### config.mk
export PLATFORM = sky130hd
export DESIGN_NAME = router_arbiter_rr_flat
export DESIGN_NICKNAME = d
export VERILOG_FILES = /design/src/rtl/router_arbiter_rr_if.sv /design/src/rtl/router_arbiter_rr.sv /design/src/flat_wrapper.sv
export SDC_FILE = /design/constraint.sdc
export NUM_CORES = 1
export LEC_CHECK = 0
export ABC_CLOCK_PERIOD_IN_PS = 3400
export BUFFER_PORTS_ARGS = -buffer_cell sky130_fd_sc_hd__buf_4
export CAP_MARGIN = 20
export CORE_MARGIN = 1
export CORE_UTILIZATION = 40
export CTS_CLUSTER_SIZE = 16
export DETAILED_ROUTE_END_ITERATION = 8
export PLACE_DENSITY_LB_ADDON = 0.25
export SETUP_SLACK_MARGIN = 0.05
export SYNTH_ARGS = -nofsm -noshare
export SYNTH_HDL_FRONTEND = slang
export SYNTH_SLANG_ARGS = --single-unit
### constraint.sdc
create_clock -name clk -period 3.4 [get_ports clk]
set_input_delay 0.51 -clock clk [delete_from_list [all_inputs] [get_ports clk]]
set_output_delay 0.51 -clock clk [all_outputs]
set_load 0.05 [all_outputs]
### src/rtl/router_arbiter_rr_if.sv
// router_arbiter_rr_if: request inputs and cfg/ack outputs of the 3x3 router arbiter
interface router_arbiter_rr_if;
  logic [2:0] pe_request_bundle;
  logic [2:0] north_request_bundle;
  logic [2:0] east_request_bundle;
  logic [2:0] west_cfg_bundle;
  logic [2:0] south_cfg_bundle;
  logic [1:0] pe_cfg_bundle;
  logic       east_ack;
  logic       north_ack;
  logic       r2pe_ack;
  logic       pe_route_err;
  modport master (
    output pe_request_bundle, north_request_bundle, east_request_bundle,
    input  west_cfg_bundle, south_cfg_bundle, pe_cfg_bundle,
    input  east_ack, north_ack, r2pe_ack, pe_route_err
  );
  modport slave (
    input  pe_request_bundle, north_request_bundle, east_request_bundle,
    output west_cfg_bundle, south_cfg_bundle, pe_cfg_bundle,
    output east_ack, north_ack, r2pe_ack, pe_route_err
  );
endinterface

### src/rtl/router_arbiter_rr.sv
// router_arbiter_rr: per-output packet arbiter (west/south/pe) for east/north/pe inputs
module router_arbiter_rr #(
  parameter int PACKET_FLITS = 4,
  parameter int RR_MODE = 1
) (
  input logic clk,
  input logic reset,
  router_arbiter_rr_if.slave bus
);
  localparam int CW = $clog2(PACKET_FLITS + 1);
  localparam logic [CW-1:0] LAST = CW'(PACKET_FLITS - 1);
  typedef enum logic {IDLE, BUSY} state_t;
  state_t        st   [3];
  logic [CW-1:0] cnt  [3];
  logic [1:0]    ptr  [3];
  logic [1:0]    own  [3];
  logic [1:0]    win  [3];
  logic [2:0]    cfg  [3];
  logic [2:0]    req  [3];
  logic [2:0]    cand [3];
  logic [2:0]    lock, ack_n, ack_q, elig, grant;
  logic          err_q;
  // inputs and outputs are indexed 0=east/west, 1=north/south, 2=pe
  function automatic logic [1:0] dst(input logic [2:0] r);
    return r[2:1] == 2'b11 ? 2'd2 : {1'b0, r[2]};
  endfunction
  function automatic logic [1:0] pick(input logic [2:0] c, input logic [1:0] p);
    logic [1:0] idx;
    pick = 2'd3;
    for (int k = 2; k >= 0; k--) begin
      idx = 2'((int'(p) + k) % 3);
      if (c[idx]) pick = idx;
    end
  endfunction
  function automatic logic [2:0] enc(input int o, input logic [1:0] w);
    return o == 2 ? {1'b0, w == 2'd0, 1'b1} : w == 2'd0 ? 3'b111 : w == 2'd1 ? 3'b101 : 3'b001;
  endfunction
  assign req[0] = bus.east_request_bundle;
  assign req[1] = bus.north_request_bundle;
  assign req[2] = bus.pe_request_bundle;
  assign bus.west_cfg_bundle  = cfg[0];
  assign bus.south_cfg_bundle = cfg[1];
  assign bus.pe_cfg_bundle    = cfg[2][1:0];
  assign bus.east_ack     = ack_q[0];
  assign bus.north_ack    = ack_q[1];
  assign bus.r2pe_ack     = ack_q[2];
  assign bus.pe_route_err = err_q;
  // an input stays locked while its owner is mid-packet; at the last flit it may compete again
  always_comb begin
    lock = '0;
    elig = '0;
    grant = '0;
    ack_n = '0;
    for (int o = 0; o < 3; o++) begin
      cand[o] = '0;
      win[o] = 2'd3;
    end
    for (int i = 0; i < 3; i++)
      for (int o = 0; o < 3; o++)
        if (st[o] == BUSY && cnt[o] != LAST && own[o] == 2'(i)) lock[i] = 1'b1;
    for (int o = 0; o < 3; o++) begin
      for (int i = 0; i < 3; i++)
        cand[o][i] = req[i][0] && dst(req[i]) == 2'(o) && !lock[i] && !(i == 2 && req[i][2:1] == 2'b11);
      elig[o] = st[o] == IDLE || cnt[o] == LAST;
      win[o] = pick(cand[o], RR_MODE != 0 ? ptr[o] : 2'd0);
      grant[o] = elig[o] && win[o] != 2'd3;
      for (int i = 0; i < 3; i++)
        if (grant[o] && win[o] == 2'(i)) ack_n[i] = 1'b1;
    end
  end
  // per-output IDLE/BUSY FSM with flit counter, pointer and registered cfg/ack/err outputs
  always_ff @(posedge clk) begin
    if (reset) begin
      for (int o = 0; o < 3; o++) begin
        st[o] <= IDLE;
        cnt[o] <= '0;
        ptr[o] <= 2'd0;
        own[o] <= 2'd0;
        cfg[o] <= 3'b000;
      end
      ack_q <= '0;
      err_q <= 1'b0;
    end else begin
      for (int o = 0; o < 3; o++) begin
        if (grant[o]) begin
          st[o] <= BUSY;
          cnt[o] <= '0;
          own[o] <= win[o];
          cfg[o] <= enc(o, win[o]);
          if (RR_MODE != 0) ptr[o] <= win[o] == 2'd2 ? 2'd0 : win[o] + 2'd1;
        end else if (st[o] == BUSY) begin
          if (cnt[o] == LAST) begin
            st[o] <= IDLE;
            cfg[o] <= 3'b000;
          end else begin
            cnt[o] <= cnt[o] + CW'(1);
          end
        end
      end
      ack_q <= ack_n;
      err_q <= req[2] == 3'b111;
    end
  end
endmodule

### src/flat_wrapper.sv
// flat-port wrapper written by rule: the top's interface ports become plain ports
module router_arbiter_rr_flat 
#(
  parameter int PACKET_FLITS = 4,
  parameter int RR_MODE = 1
)
  (clk, reset, bus_pe_request_bundle, bus_north_request_bundle, bus_east_request_bundle, bus_west_cfg_bundle, bus_south_cfg_bundle, bus_pe_cfg_bundle, bus_east_ack, bus_north_ack, bus_r2pe_ack, bus_pe_route_err);
  router_arbiter_rr_if bus_i ();
  input logic clk;
  input logic reset;
  input wire logic [$bits(bus_i.pe_request_bundle)-1:0] bus_pe_request_bundle;
  input wire logic [$bits(bus_i.north_request_bundle)-1:0] bus_north_request_bundle;
  input wire logic [$bits(bus_i.east_request_bundle)-1:0] bus_east_request_bundle;
  output wire logic [$bits(bus_i.west_cfg_bundle)-1:0] bus_west_cfg_bundle;
  output wire logic [$bits(bus_i.south_cfg_bundle)-1:0] bus_south_cfg_bundle;
  output wire logic [$bits(bus_i.pe_cfg_bundle)-1:0] bus_pe_cfg_bundle;
  output wire logic [$bits(bus_i.east_ack)-1:0] bus_east_ack;
  output wire logic [$bits(bus_i.north_ack)-1:0] bus_north_ack;
  output wire logic [$bits(bus_i.r2pe_ack)-1:0] bus_r2pe_ack;
  output wire logic [$bits(bus_i.pe_route_err)-1:0] bus_pe_route_err;
  assign bus_i.pe_request_bundle = bus_pe_request_bundle;
  assign bus_i.north_request_bundle = bus_north_request_bundle;
  assign bus_i.east_request_bundle = bus_east_request_bundle;
  assign bus_west_cfg_bundle = bus_i.west_cfg_bundle;
  assign bus_south_cfg_bundle = bus_i.south_cfg_bundle;
  assign bus_pe_cfg_bundle = bus_i.pe_cfg_bundle;
  assign bus_east_ack = bus_i.east_ack;
  assign bus_north_ack = bus_i.north_ack;
  assign bus_r2pe_ack = bus_i.r2pe_ack;
  assign bus_pe_route_err = bus_i.pe_route_err;
  router_arbiter_rr #(.PACKET_FLITS(PACKET_FLITS), .RR_MODE(RR_MODE)) u_core (.clk(clk), .reset(reset), .bus(bus_i));
endmodule
### Word level (Yosys, flattened, before mapping)

Memories as Yosys holds them, arrays and structs flattened.
Cells that the tools add are included.

* output and inout port bits: 12
* ROM bits: 0
* bits in latches: 0
* bits in writable memories: 33
* memories: 5
* register bits after elaboration: 4
* bits of input ports: 11

* muxes and demuxes: 120
* add/sub/neg operators: 12
* $mul: 0
* equal/unequal tests: 31
* divide/modulo/power cells: 9
* bitwise gates (word level): 27
* magnitude comparators: 9
* reduce and logical (&&, ||, !) cells: 61
* shift operators: 0

Memories
* u_core.cfg: depth 3, bits a word 3, rd ports 3, clocked after memory_dff 0, write ports 3, line router_arbiter_rr.sv:18 `logic [2:0] cfg [3];`
* u_core.cnt: depth 3, bits a word 3, rd ports 3, clocked after memory_dff 0, write ports 3, line router_arbiter_rr.sv:14 `logic [CW-1:0] cnt [3];`
* u_core.own: depth 3, bits a word 2, rd ports 3, clocked after memory_dff 0, write ports 3, line router_arbiter_rr.sv:16 `logic [1:0] own [3];`
* u_core.ptr: depth 3, bits a word 2, rd ports 3, clocked after memory_dff 0, write ports 3, line router_arbiter_rr.sv:15 `logic [1:0] ptr [3];`
* u_core.st: depth 3, bits a word 1, rd ports 3, clocked after memory_dff 0, write ports 3, line router_arbiter_rr.sv:13 `state_t st [3];`

Operators with widths (count)
* modulo 32 x 3 -> 32 bit, second input constant: 6
* modulo 3 x 3 -> 32 bit, second input constant: 3
* 2-to-1 mux 1 bit: 74
* 2-to-1 mux 3 bit: 16
* logical AND 1 bit: 45
* 2-to-1 mux 2 bit: 21
* < comparator 2 x 3 -> 1 bit, second input constant: 9
* equality test 2 bit, second input constant: 12
* OR 1 bit: 24
* binary-select mux 1 bit (select 2 bit): 9
* equality test 2 x 1 -> 1 bit, second input constant: 9
* zero test 2 bit: 9
* adder 2 x 1 -> 3 bit, second input constant: 3
* adder 2 x 2 -> 3 bit, second input constant: 3
* adder 3 x 1 -> 3 bit, second input constant: 3
* equality test 3 x 2 -> 1 bit, second input constant: 3
* inequality test 3 x 2 -> 1 bit, second input constant: 3
* adder 2 x 1 -> 2 bit, second input constant: 3
* inequality test 2 bit, second input constant: 3
* zero test 1 bit: 4
* equality test 3 bit, second input constant: 1
* logical OR 1 bit: 3
* inverter 1 bit: 3

### Logic depth before layout (Yosys ltp)

Gate-level depths: netlist (run 1).
An unclocked memory read counts as a cell.

* depth in word-level cells: 22
* mapped depth: 13
* mapped depth without buffers: 13

### Worst setup path after synthesis (run 1)

Ideal clock, no wire load.

* path kind: register to register
* start: memory u_core.cnt[2][0] (netlist bit)
* end: memory u_core.cfg[1][0], enable pin
* path buffers: 0
* arrival: 2764 ps
* library setup time: 304 ps
* setup slack: 332 ps
* clock period less this slack: 3068 ps
* cell stages (with the launch flop): 12
* cell sequence: edfxtp_1 -> ha_1 -> ha_1 -> nand2b_1 -> o32ai_2 -> o41ai_1 -> a21oi_1 -> nor2_1 -> ha_1 -> nor3b_1 -> or2_2 -> nand2b_1

RTL lines (line)
* from (decl): router_arbiter_rr.sv:14
* to (decl): router_arbiter_rr.sv:18

==> results.cfg, run 1 <==
[status]
run_status = complete, no violations

[yosys]
synth-edff-count = 27
netlist.top_cell.by_area = sky130_fd_sc_hd__edfxtp_1
mappedNetlistNets = 247
synthesis.area_per_instance_um2 = 10.7
ys_seq_elements = 33
yosys.area.top_type_share = 0.357
synth-main-ff-cell = sky130_fd_sc_hd__edfxtp_1
synth_cells = 212
ys_types = 56
async_reset_ff_frac = 0
synth_seq_area_share = 0.410
syn-cell-area_um2 = 2270
ys.warnings.count = 0
netlist_top_cells_area = sky130_fd_sc_hd__edfxtp_1 (36%), sky130_fd_sc_hd__ha_1 (13%), sky130_fd_sc_hd__dfxtp_1 (5.3%), sky130_fd_sc_hd__nor3_1 (4.0%), sky130_fd_sc_hd__inv_1 (2.6%)

[sta]
timing.fmax_mhz = 317
maxSlewViolCount = 0
final_period_minus_worst_setup_slack_ps = 3150
hold_viol_final = 0
maxSlewHeadroom = 0.754
finalSetupViolCount = 0
layout_worst_path_cycle_share = 0.927
tns_ps = 0
finClkSkew_ps = 5.44
rsz0062_at_grt = false
tightestPinTransition_ps = 366

[clock_network]
h_tree_level_count = 2
cts-buffers-inserted = 5
cts_root_buffer = sky130_fd_sc_hd__clkbuf_8
worstSkewPairLatency_ps = 280
number_of_buffers_on_the_longest_clock_path = 2
cts_tree = built
cts_hold_repair.buffers = 0
clock_sinks = 33
clk_pin_slew_worst_paths_ps = 70

[layout]
sequential_cell_area_um2 = 931
final_layout_size_suffix_gt1_frac = 0.377
multi_input_logic_area_um2 = 1350
finalInstanceArea_um2 = 2930
nets = 302
fill_cells = 515
insertedDiodeCount = 0
utilization = 0.531
syn_to_final_growth_pct = 28.8

[detailed_routing]
routed_wirelength_um = 5130
detail-route-antenna-nets = 0
via_per_inst = 5.31
drtIter0Drc = 73
detail_route.wl_per_cell_um = 15.1
dr.pass1.iters = 6
total_number_of_vias = 1806
drc_errors = 0

[placement]
hpwl_um = 4020
buffer_ports.inserted = 22
detailed_place.area_um2 = 2730
finalWeightedCongestion = 0.813

[power_and_ir_drop]
net-switching-power_w = 0.000878
switching_share = 0.407
p_int_w = 0.00128
vdd_drop_max_mv = 0.369
combPwrFrac = 0.552
report.power.total_w = 0.00216
leak_pwr_nw = 1.24
powerDensity_nw_per_um2 = 737
clkPwrFrac = 0.130
seq_power_share = 0.318

[global_routing]
overflow = 0
antenna_violations_before_repair = 0
vias_in_the_first_global_route = 1854
maximum_number_of_pins_on_one_net_before_global_route_repair = 24
grtUsageTotal = 0.183
wire_length_of_the_first_global_routing_pass_um = 8580

[floorplanning]
core_region_area_um2 = 5510
die_width_um = 77.4
fp-row-count = 27
pin_count = 23
fp.dieArea_um2 = 5990
die-height_um = 77.4
floorplan.initialDensity = 0.413

[critical_path]
setup.worst_path.start_class = flip-flop
worst_ep_arrival_time_ps = 3190
critical_path_endpoint_category = flip-flop
critical_path_class = reg2reg
critPathMaxStageDelay_ps = 440
slowest_stage = sky130_fd_sc_hd__o41a_1
worst-endpoint-required_ps = 3430
timing.critical_path.cells = ha_1 -> ha_1 -> and4bb_4 -> nor4b_4 -> buf_4 -> nand3_1 -> o211ai_1 -> nand3_1 -> ha_2 -> nor3_4 -> buf_4 -> o41a_1 -> and2_1
path_max_fanout = 5

[min_path]
min-delay-path-class = in2reg

[run]
timing.max_cap.violations = 0
cell usage in the layout (no fill, tap or decap), types with 3 or more instances in the layout:
cell / n
sky130_fd_sc_hd__ha_1: 20
sky130_fd_sc_hd__nor2_1: 9
sky130_fd_sc_hd__nand2_1: 6
sky130_fd_sc_hd__buf_4: 55
sky130_fd_sc_hd__and3_1: 3
sky130_fd_sc_hd__nand3_1: 4
sky130_fd_sc_hd__or2_2: 4
sky130_fd_sc_hd__clkbuf_8: 5
sky130_fd_sc_hd__nor3_1: 14
sky130_fd_sc_hd__clkbuf_1: 3
sky130_fd_sc_hd__nor3b_1: 3
sky130_fd_sc_hd__dfxtp_1: 6
sky130_fd_sc_hd__edfxtp_1: 27
sky130_fd_sc_hd__a222oi_1: 3
sky130_fd_sc_hd__a21oi_1: 10
sky130_fd_sc_hd__inv_1: 16
sky130_fd_sc_hd__nor3_2: 3
sky130_fd_sc_hd__or2_1: 3
sky130_fd_sc_hd__nand3b_1: 4
sky130_fd_sc_hd__ha_2: 3
sky130_fd_sc_hd__and4bb_4: 3
sky130_fd_sc_hd__nand2b_1: 8
final cells by class:
cell class / count / share of cell area
clock buffers: 8 / 0.0274
well taps: 72 / 0.0308
inverters: 18 / 0.0231
flip-flops and latches: 33 / 0.318
multi-input cells: 154 / 0.460
repair buffers: 55 / 0.141
stage by stage:
| stage | hold slack [ps] | cells | setup slack, ps |
|---|---|---|---|
| 5_1_grt | 533 | 340 | 58.8 |
| 3_5_place_dp | 532 | 331 | -122 |
| 6_report | 520 | 340 | 249 |
| 2_1_floorplan | 545 | 212 | 332 |
| 4_1_cts | 513 | 339 | 55.2 |
| 3_3_place_gp | 550 | 331 | -54.7 |
flip-flops by register name, summed over array words and instances, names as in the netlist:
name	cells
u_core.cnt	9
u_core.cfg	7
u_core.own	6
u_core.ptr	6
u_core.ack_q	3
u_core.bus.pe_route_err	1
u_core.st	1
power by group through the flow:
stage          Sequential, W  Combinational (W)  Clock [W]
2_1_floorplan       0.000741           0.000671          0
5_1_grt             0.000702            0.00130   0.000302
6_report            0.000685            0.00119   0.000281
4_1_cts             0.000683            0.00113   0.000290
3_3_place_gp        0.000686            0.00109          0
3_5_place_dp        0.000691            0.00111          0
critical path: cells and delay by family (launching register included):
| kind | cells | cell delay, ps |
|---|---|---|
| AND/OR/NAND/NOR | 6 | 960 |
| adder cells (fa/ha/maj) | 3 | 660 |
| AO/OA/AOI/OAI | 2 | 590 |
| flip-flops | 1 | 400 |
| buffers and inverters | 2 | 300 |
logic make-up after synthesis:
| kind of cell | count (synthesis) | synth area share |
|---|---|---|
| simple gates | 91 | 0.273 |
| flops | 33 | 0.410 |
| compound gates | 38 | 0.134 |
| buf+inv | 25 | 0.0468 |
| fa+ha+maj | 24 | 0.132 |
| mux | 1 | 0.00441 |
synth_stat cells (3+ instances only):
cell type,number
sky130_fd_sc_hd__edfxtp_1,27
sky130_fd_sc_hd__buf_4,3
sky130_fd_sc_hd__inv_1,16
sky130_fd_sc_hd__and3_1,3
sky130_fd_sc_hd__a21oi_1,11
sky130_fd_sc_hd__a222oi_1,3
sky130_fd_sc_hd__nor3_1,18
sky130_fd_sc_hd__nor2_1,10
sky130_fd_sc_hd__nand3b_1,4
sky130_fd_sc_hd__dfxtp_1,6
sky130_fd_sc_hd__nor4b_1,4
sky130_fd_sc_hd__or2_2,4
sky130_fd_sc_hd__nand2b_1,9
sky130_fd_sc_hd__ha_1,24
sky130_fd_sc_hd__nand2_1,6
sky130_fd_sc_hd__or2_1,3
sky130_fd_sc_hd__clkbuf_1,3
sky130_fd_sc_hd__nor3b_1,4
sky130_fd_sc_hd__nand3_1,5
what timing repair did:
action	CTS	global route
resized for setup	2	22
pin swaps	0	7
endpoints found under the setup margin	14	39
buffers inserted	0	1
final timing paths:
| path | start | endpoint | slack (ps) | cells after the start |
|---|---|---|---|---|
| setup / recovery | u_core.cnt[1][0]$_SDFFCE_PN0P_ | u_core.cfg[1][1]$_SDFFCE_PP0P_ | 250 | 13 |
| hold / removal | bus_pe_request_bundle[1] | u_core.bus.pe_route_err$_SDFF_PP0_ | 520 | 2 |
| setup reg to reg | u_core.cnt[1][0]$_SDFFCE_PN0P_ | u_core.cfg[1][1]$_SDFFCE_PP0P_ | 250 | 13 |
| hold reg to reg | u_core.cnt[2][0]$_SDFFCE_PN0P_ | u_core.cnt[2][0]$_SDFFCE_PN0P_ | 580 | 1 |
layer usage:
metal,part of all wire,up-vias,track usage
li1,-,908,-
met1,0.45,865,0.231
met2,0.51,31,0.317
met3,0.042,2,0.0365
met4,0.0041,0,0.0453
met5,0,-,0
No activity file was read; power rests on OpenSTA's default activity.
==> run 2: changes to the inputs <==
Settings changed: REMOVE_ABC_BUFFERS set to 1.
==> run 2 against run 1 <==
Critical path depth decreased by 2. Design area down 4.8%. Non-clock buffer count is 17 lower. First-iteration DRC count down 5.5%. Power down 3.0%. Core utilization decreased by 2.6 points. Count of clock-buffer cells in the layout fell by 2. Register-to-register slack lost 110 ps. Critical path type unchanged. Critical endpoint unchanged. Largest cell class unchanged.
==> results.cfg, run 2 (synthesized netlist as in run 1, its figures left out) <==
[detailed_routing]
total_number_of_vias = 1763
drtIter0Drc = 69
detail-route-antenna-nets = 0
dr.pass1.iters = 4
detail_route.wl_per_cell_um = 15.0
drc_errors = 0
via_per_inst = 5.46
routed_wirelength_um = 4860

[floorplanning]
floorplan.initialDensity = 0.413
core_region_area_um2 = 5510
pin_count = 23
fp-row-count = 27
fp.dieArea_um2 = 5990
die-height_um = 77.4
die_width_um = 77.4

[placement]
detailed_place.area_um2 = 2580
hpwl_um = 3670
buffer_ports.inserted = 22
preCtsSetupSlack_ps = -62.1
finalWeightedCongestion = 0.819

[global_routing]
wire_length_of_the_first_global_routing_pass_um = 7880
antenna_violations_before_repair = 0
vias_in_the_first_global_route = 1648
overflow = 0
maximum_number_of_pins_on_one_net_before_global_route_repair = 24
grtUsageTotal = 0.171

[sta]
rsz0062_at_grt = false
final_period_minus_worst_setup_slack_ps = 3260
finClkSkew_ps = 8.10
worst_setup_margin_ps = 144
maxSlewHeadroom = 0.721
finalSetupViolCount = 0
tightestPinTransition_ps = 418
layout_worst_path_cycle_share = 0.958
hold_viol_final = 0
hold_ws_ps = 509
maxSlewViolCount = 0
timing.fmax_mhz = 307

[power_and_ir_drop]
leak_pwr_nw = 1.16
vdd_drop_max_mv = 0.298
clkPwrFrac = 0.137
combPwrFrac = 0.534
powerDensity_nw_per_um2 = 752
switching_share = 0.413
p_int_w = 0.00123
seq_power_share = 0.329
report.power.total_w = 0.00209
net-switching-power_w = 0.000866

[layout]
nets = 285
largest_register_ffs = 9
utilization = 0.506
layout.cells.most_common_list = sky130_fd_sc_hd__buf_4 (37), sky130_fd_sc_hd__edfxtp_1 (27), sky130_fd_sc_hd__ha_1 (20), sky130_fd_sc_hd__inv_1 (16), sky130_fd_sc_hd__nor3_1 (15)
insertedDiodeCount = 0
mostFrequentLayoutCell = sky130_fd_sc_hd__buf_4
syn_to_final_growth_pct = 22.6
registers.top_by_ff_count = u_core.cnt
top_flop_regs = u_core.cnt x9, u_core.cfg x7
finalInstanceArea_um2 = 2790
final_layout_size_suffix_gt1_frac = 0.327

[critical_path]
timing.critical_path.cells = ha_1 -> ha_2 -> nand2b_2 -> o32ai_4 -> nor3_1 -> a32oi_2 -> ha_1 -> nor3_2 -> buf_4 -> o41a_1 -> and2_1
critical_path_class = reg2reg
worst-endpoint-required_ps = 3450
critical_path_endpoint_category = flip-flop
critPathMaxStageDelay_ps = 400
worst_ep_arrival_time_ps = 3300
slowest_stage = sky130_fd_sc_hd__edfxtp_1
cp_common_cell = sky130_fd_sc_hd__ha_1
path_max_fanout = 6
setup.worst_path.start_class = flip-flop

[clock_network]
cts_root_buffer = sky130_fd_sc_hd__clkbuf_8
h_tree_level_count = 2
clock_sinks = 33
cts-buffers-inserted = 5
cts_hold_repair.buffers = 0
worstSkewPairLatency_ps = 290
number_of_buffers_on_the_longest_clock_path = 2
clk_pin_slew_worst_paths_ps = 70
cts_tree = built

[min_path]
min-delay-path-class = in2reg

[run]
timing.max_cap.violations = 0

[status]
run_status = complete, no violations
[run 2: layout make-up]
class | instances | area (um^2)
fill | 513 | 2720
inverter | 18 | 67.6
tap | 72 | 90.1
sequential | 33 | 931
clock buffer | 6 | 72.6
multi-input combinational | 154 | 1320
timing repair buffer | 38 | 298
clock inverter | 2 | 10.0
[run 2: power groups by stage]
stage               combinational (W)  clock [W]  sequential (W)
floorplan                    0.000592          0        0.000793
global placement              0.00100          0        0.000691
detailed placement            0.00101          0        0.000695
CTS                           0.00103   0.000298        0.000688
global route                  0.00122   0.000315        0.000709
finish                        0.00112   0.000287        0.000689
[run 2: per-stage QoR]
stage,setup TNS [ps],cells
2_1_floorplan,-392,205
3_3_place_gp,-12.7,309
3_5_place_dp,-304,309
4_1_cts,0,317
5_1_grt,0,323
6_report,0,323
[run 2: worst paths after layout]
path | startpoint | to | slack [ps] | depth (start not counted)
min reg2reg | u_core.cnt[0][0]$_SDFFCE_PN0P_ | u_core.cnt[0][0]$_SDFFCE_PN0P_ | 570 | 1
min | bus_pe_request_bundle[1] | u_core.bus.pe_route_err$_SDFF_PP0_ | 510 | 2
max | u_core.cnt[2][0]$_SDFFCE_PN0P_ | u_core.cfg[1][1]$_SDFFCE_PP0P_ | 140 | 11
max reg2reg | u_core.cnt[2][0]$_SDFFCE_PN0P_ | u_core.cfg[1][1]$_SDFFCE_PP0P_ | 140 | 11
[run 2: per-layer routing]
layer | track usage | wire [um] | up-vias
met4 | 0.0509 | 66 | 0
met1 | 0.223 | 2290 | 841
li1 | - | - | 875
met3 | 0.0424 | 191 | 8
met5 | 0 | 0 | -
met2 | 0.278 | 2310 | 39
[run 2: worst max-delay path, delay by kind of cell (launching register included)]
family          cells  cell delay [ps]
flops               1              400
compound gates      3             1120
simple gates        4              620
buf+inv             1              170
fa+ha+maj           3              700
[run 2: repair_timing]
item	in CTS	in global routing
endpoints found under the setup margin	13	31
gates cloned	0	0
resized for setup	2	17
buffers inserted	0	6
pin swaps	0	6
==> run 3: changes to the inputs <==
Settings changed: CORE_MARGIN 1 to 5.
==> run 3 against run 2 <==
Non-clock buffer count up 2. Core utilization up 0.18 points. Critical path depth up 2. Cell count up 0.62%. Worst setup slack better by 63 ps. Global-route usage down 3.4 points. Sequential power down 0.9%. Flip-flop and latch count unchanged. Via count down 2.1%. Critical endpoint unchanged. Combinational power about the same. Wire length up 1.3%.
==> results.cfg, run 3 (synthesized netlist as in run 1, its figures left out) <==
[status]
run_status = complete, no violations

[placement]
hpwl_um = 3810
buffer_ports.inserted = 22
finalWeightedCongestion = 0.824
dp_cells = 313
detailed_place.area_um2 = 2590

[critical_path]
worst_ep_arrival_time_ps = 3240
setup.worst_path.start_class = flip-flop
worst-endpoint-required_ps = 3440
path_max_fanout = 6
critical_path_endpoint_category = flip-flop
critical_path_class = reg2reg

[layout]
fill_cells = 518
nets = 287
layout.cells.most_common_list = sky130_fd_sc_hd__buf_4 (40), sky130_fd_sc_hd__edfxtp_1 (27), sky130_fd_sc_hd__ha_1 (19), sky130_fd_sc_hd__inv_1 (16), sky130_fd_sc_hd__nor3_1 (16)
sequential_cell_area_um2 = 931
syn_to_final_growth_pct = 23.0
final_layout_size_suffix_gt1_frac = 0.332
registers.top_by_ff_count = u_core.cnt
utilization = 0.508
largest_register_ffs = 9
finalInstanceArea_um2 = 2800
mostFrequentLayoutCell = sky130_fd_sc_hd__buf_4
fin_cells = 325
multi_input_logic_area_um2 = 1320
top_flop_regs = u_core.cnt x9, u_core.cfg x7
insertedDiodeCount = 0

[detailed_routing]
routed_wirelength_um = 4920
total_number_of_vias = 1726
detail-route-antenna-nets = 0
detail_route.wl_per_cell_um = 15.1
drtIter0Drc = 72
drc_errors = 0
dr.pass1.iters = 4
via_per_inst = 5.31

[clock_network]
number_of_buffers_on_the_longest_clock_path = 2
worstSkewPairLatency_ps = 280
clk_pin_slew_worst_paths_ps = 70
clock_sinks = 33
cts-buffers-inserted = 5
cts_root_buffer = sky130_fd_sc_hd__clkbuf_8
cts_hold_repair.buffers = 0
cts_tree = built
h_tree_level_count = 2

[sta]
rsz0062_at_grt = false
final_period_minus_worst_setup_slack_ps = 3190
finalSetupViolCount = 0
tightestPinTransition_ps = 483
finClkSkew_ps = 3.26
timing.fmax_mhz = 313
layout_worst_path_cycle_share = 0.939
hold_viol_final = 0
maxSlewViolCount = 0
tns_ps = 0
maxSlewHeadroom = 0.677

[global_routing]
grtUsageTotal = 0.137
overflow = 0
maximum_number_of_pins_on_one_net_before_global_route_repair = 24
wire_length_of_the_first_global_routing_pass_um = 7900
antenna_violations_before_repair = 0
vias_in_the_first_global_route = 1722

[floorplanning]
fp-row-count = 27
die_width_um = 85.4
core_region_area_um2 = 5510
die-height_um = 85.4
fp.dieArea_um2 = 7290
pin_count = 23
floorplan.initialDensity = 0.413

[power_and_ir_drop]
leak_pwr_nw = 1.16
powerDensity_nw_per_um2 = 748
vdd_drop_max_mv = 0.318
report.power.total_w = 0.00209

[min_path]
min-delay-path-class = in2reg

[run]
timing.max_cap.violations = 0
run 3: path summary, 6_finish.rpt:
path                                        end  cells past startpoint  slack (ps)                           start
min reg2reg       u_core.cfg[2][1]$_SDFFE_PP0P_                      2         550   u_core.cfg[2][1]$_SDFFE_PP0P_
max              u_core.cfg[1][1]$_SDFFCE_PP0P_                     13         210  u_core.cnt[1][0]$_SDFFCE_PN0P_
max reg2reg      u_core.cfg[1][1]$_SDFFCE_PP0P_                     13         210  u_core.cnt[1][0]$_SDFFCE_PN0P_
min          u_core.bus.pe_route_err$_SDFF_PP0_                      2         520        bus_pe_request_bundle[1]
run 3: through the flow:
step           worst slack (ps)  hold WS (ps)
6_report                    207           519
5_1_grt                    43.6           524
4_1_cts                    64.0           518
3_5_place_dp              -3.74           537
3_3_place_gp              -23.5           542
2_1_floorplan              -146           543
run 3: layer usage:
layer | vias to the layer above | routed length, um | GRT usage | share of wire
li1 | 880 | - | - | -
met1 | 824 | 2290 | 0.170 | 0.47
met2 | 20 | 2480 | 0.237 | 0.50
met3 | 2 | 118 | 0.0350 | 0.024
met4 | 0 | 25 | 0.0345 | 0.0051
met5 | - | 0 | 0 | 0
run 3: layout make-up:
| class | count | area share |
|---|---|---|
| clock inverters | 2 | 0.00358 |
| inverters | 18 | 0.0242 |
| clock buffers | 6 | 0.0260 |
| flip-flops and latches | 33 | 0.333 |
| repair buffers | 40 | 0.107 |
| well taps | 72 | 0.0322 |
| multi-input cells | 154 | 0.474 |
run 3: critical path: stages, from the launching register on:
cell and delay [ps]:
sky130_fd_sc_hd__edfxtp_1 350, sky130_fd_sc_hd__ha_1 150, sky130_fd_sc_hd__ha_1 210, sky130_fd_sc_hd__and4bb_1 270, sky130_fd_sc_hd__nor4b_4 260, sky130_fd_sc_hd__buf_4 180
sky130_fd_sc_hd__nand3_1 100, sky130_fd_sc_hd__o211a_1 250, sky130_fd_sc_hd__a21oi_2 150, sky130_fd_sc_hd__ha_2 210, sky130_fd_sc_hd__nor3b_2 60, sky130_fd_sc_hd__buf_4 160
sky130_fd_sc_hd__o41a_1 440, sky130_fd_sc_hd__and2_1 160
run 3: what timing repair did:
item                                    in CTS  in global routing
resized for setup                            1                 17
cloned                                       0                  0
endpoints found under the setup margin       9                 32
pin swaps                                    0                  6
setup buffers                                0                  4
endpoints found under the hold margin        0                  0
run 3: power breakdown:
group          total, W  switching, W  leakage [nW]  internal [W]
registers      0.000683     0.0000725         0.335      0.000611
clock network  0.000287      0.000145        0.0450      0.000142
logic           0.00112      0.000647         0.781      0.000474
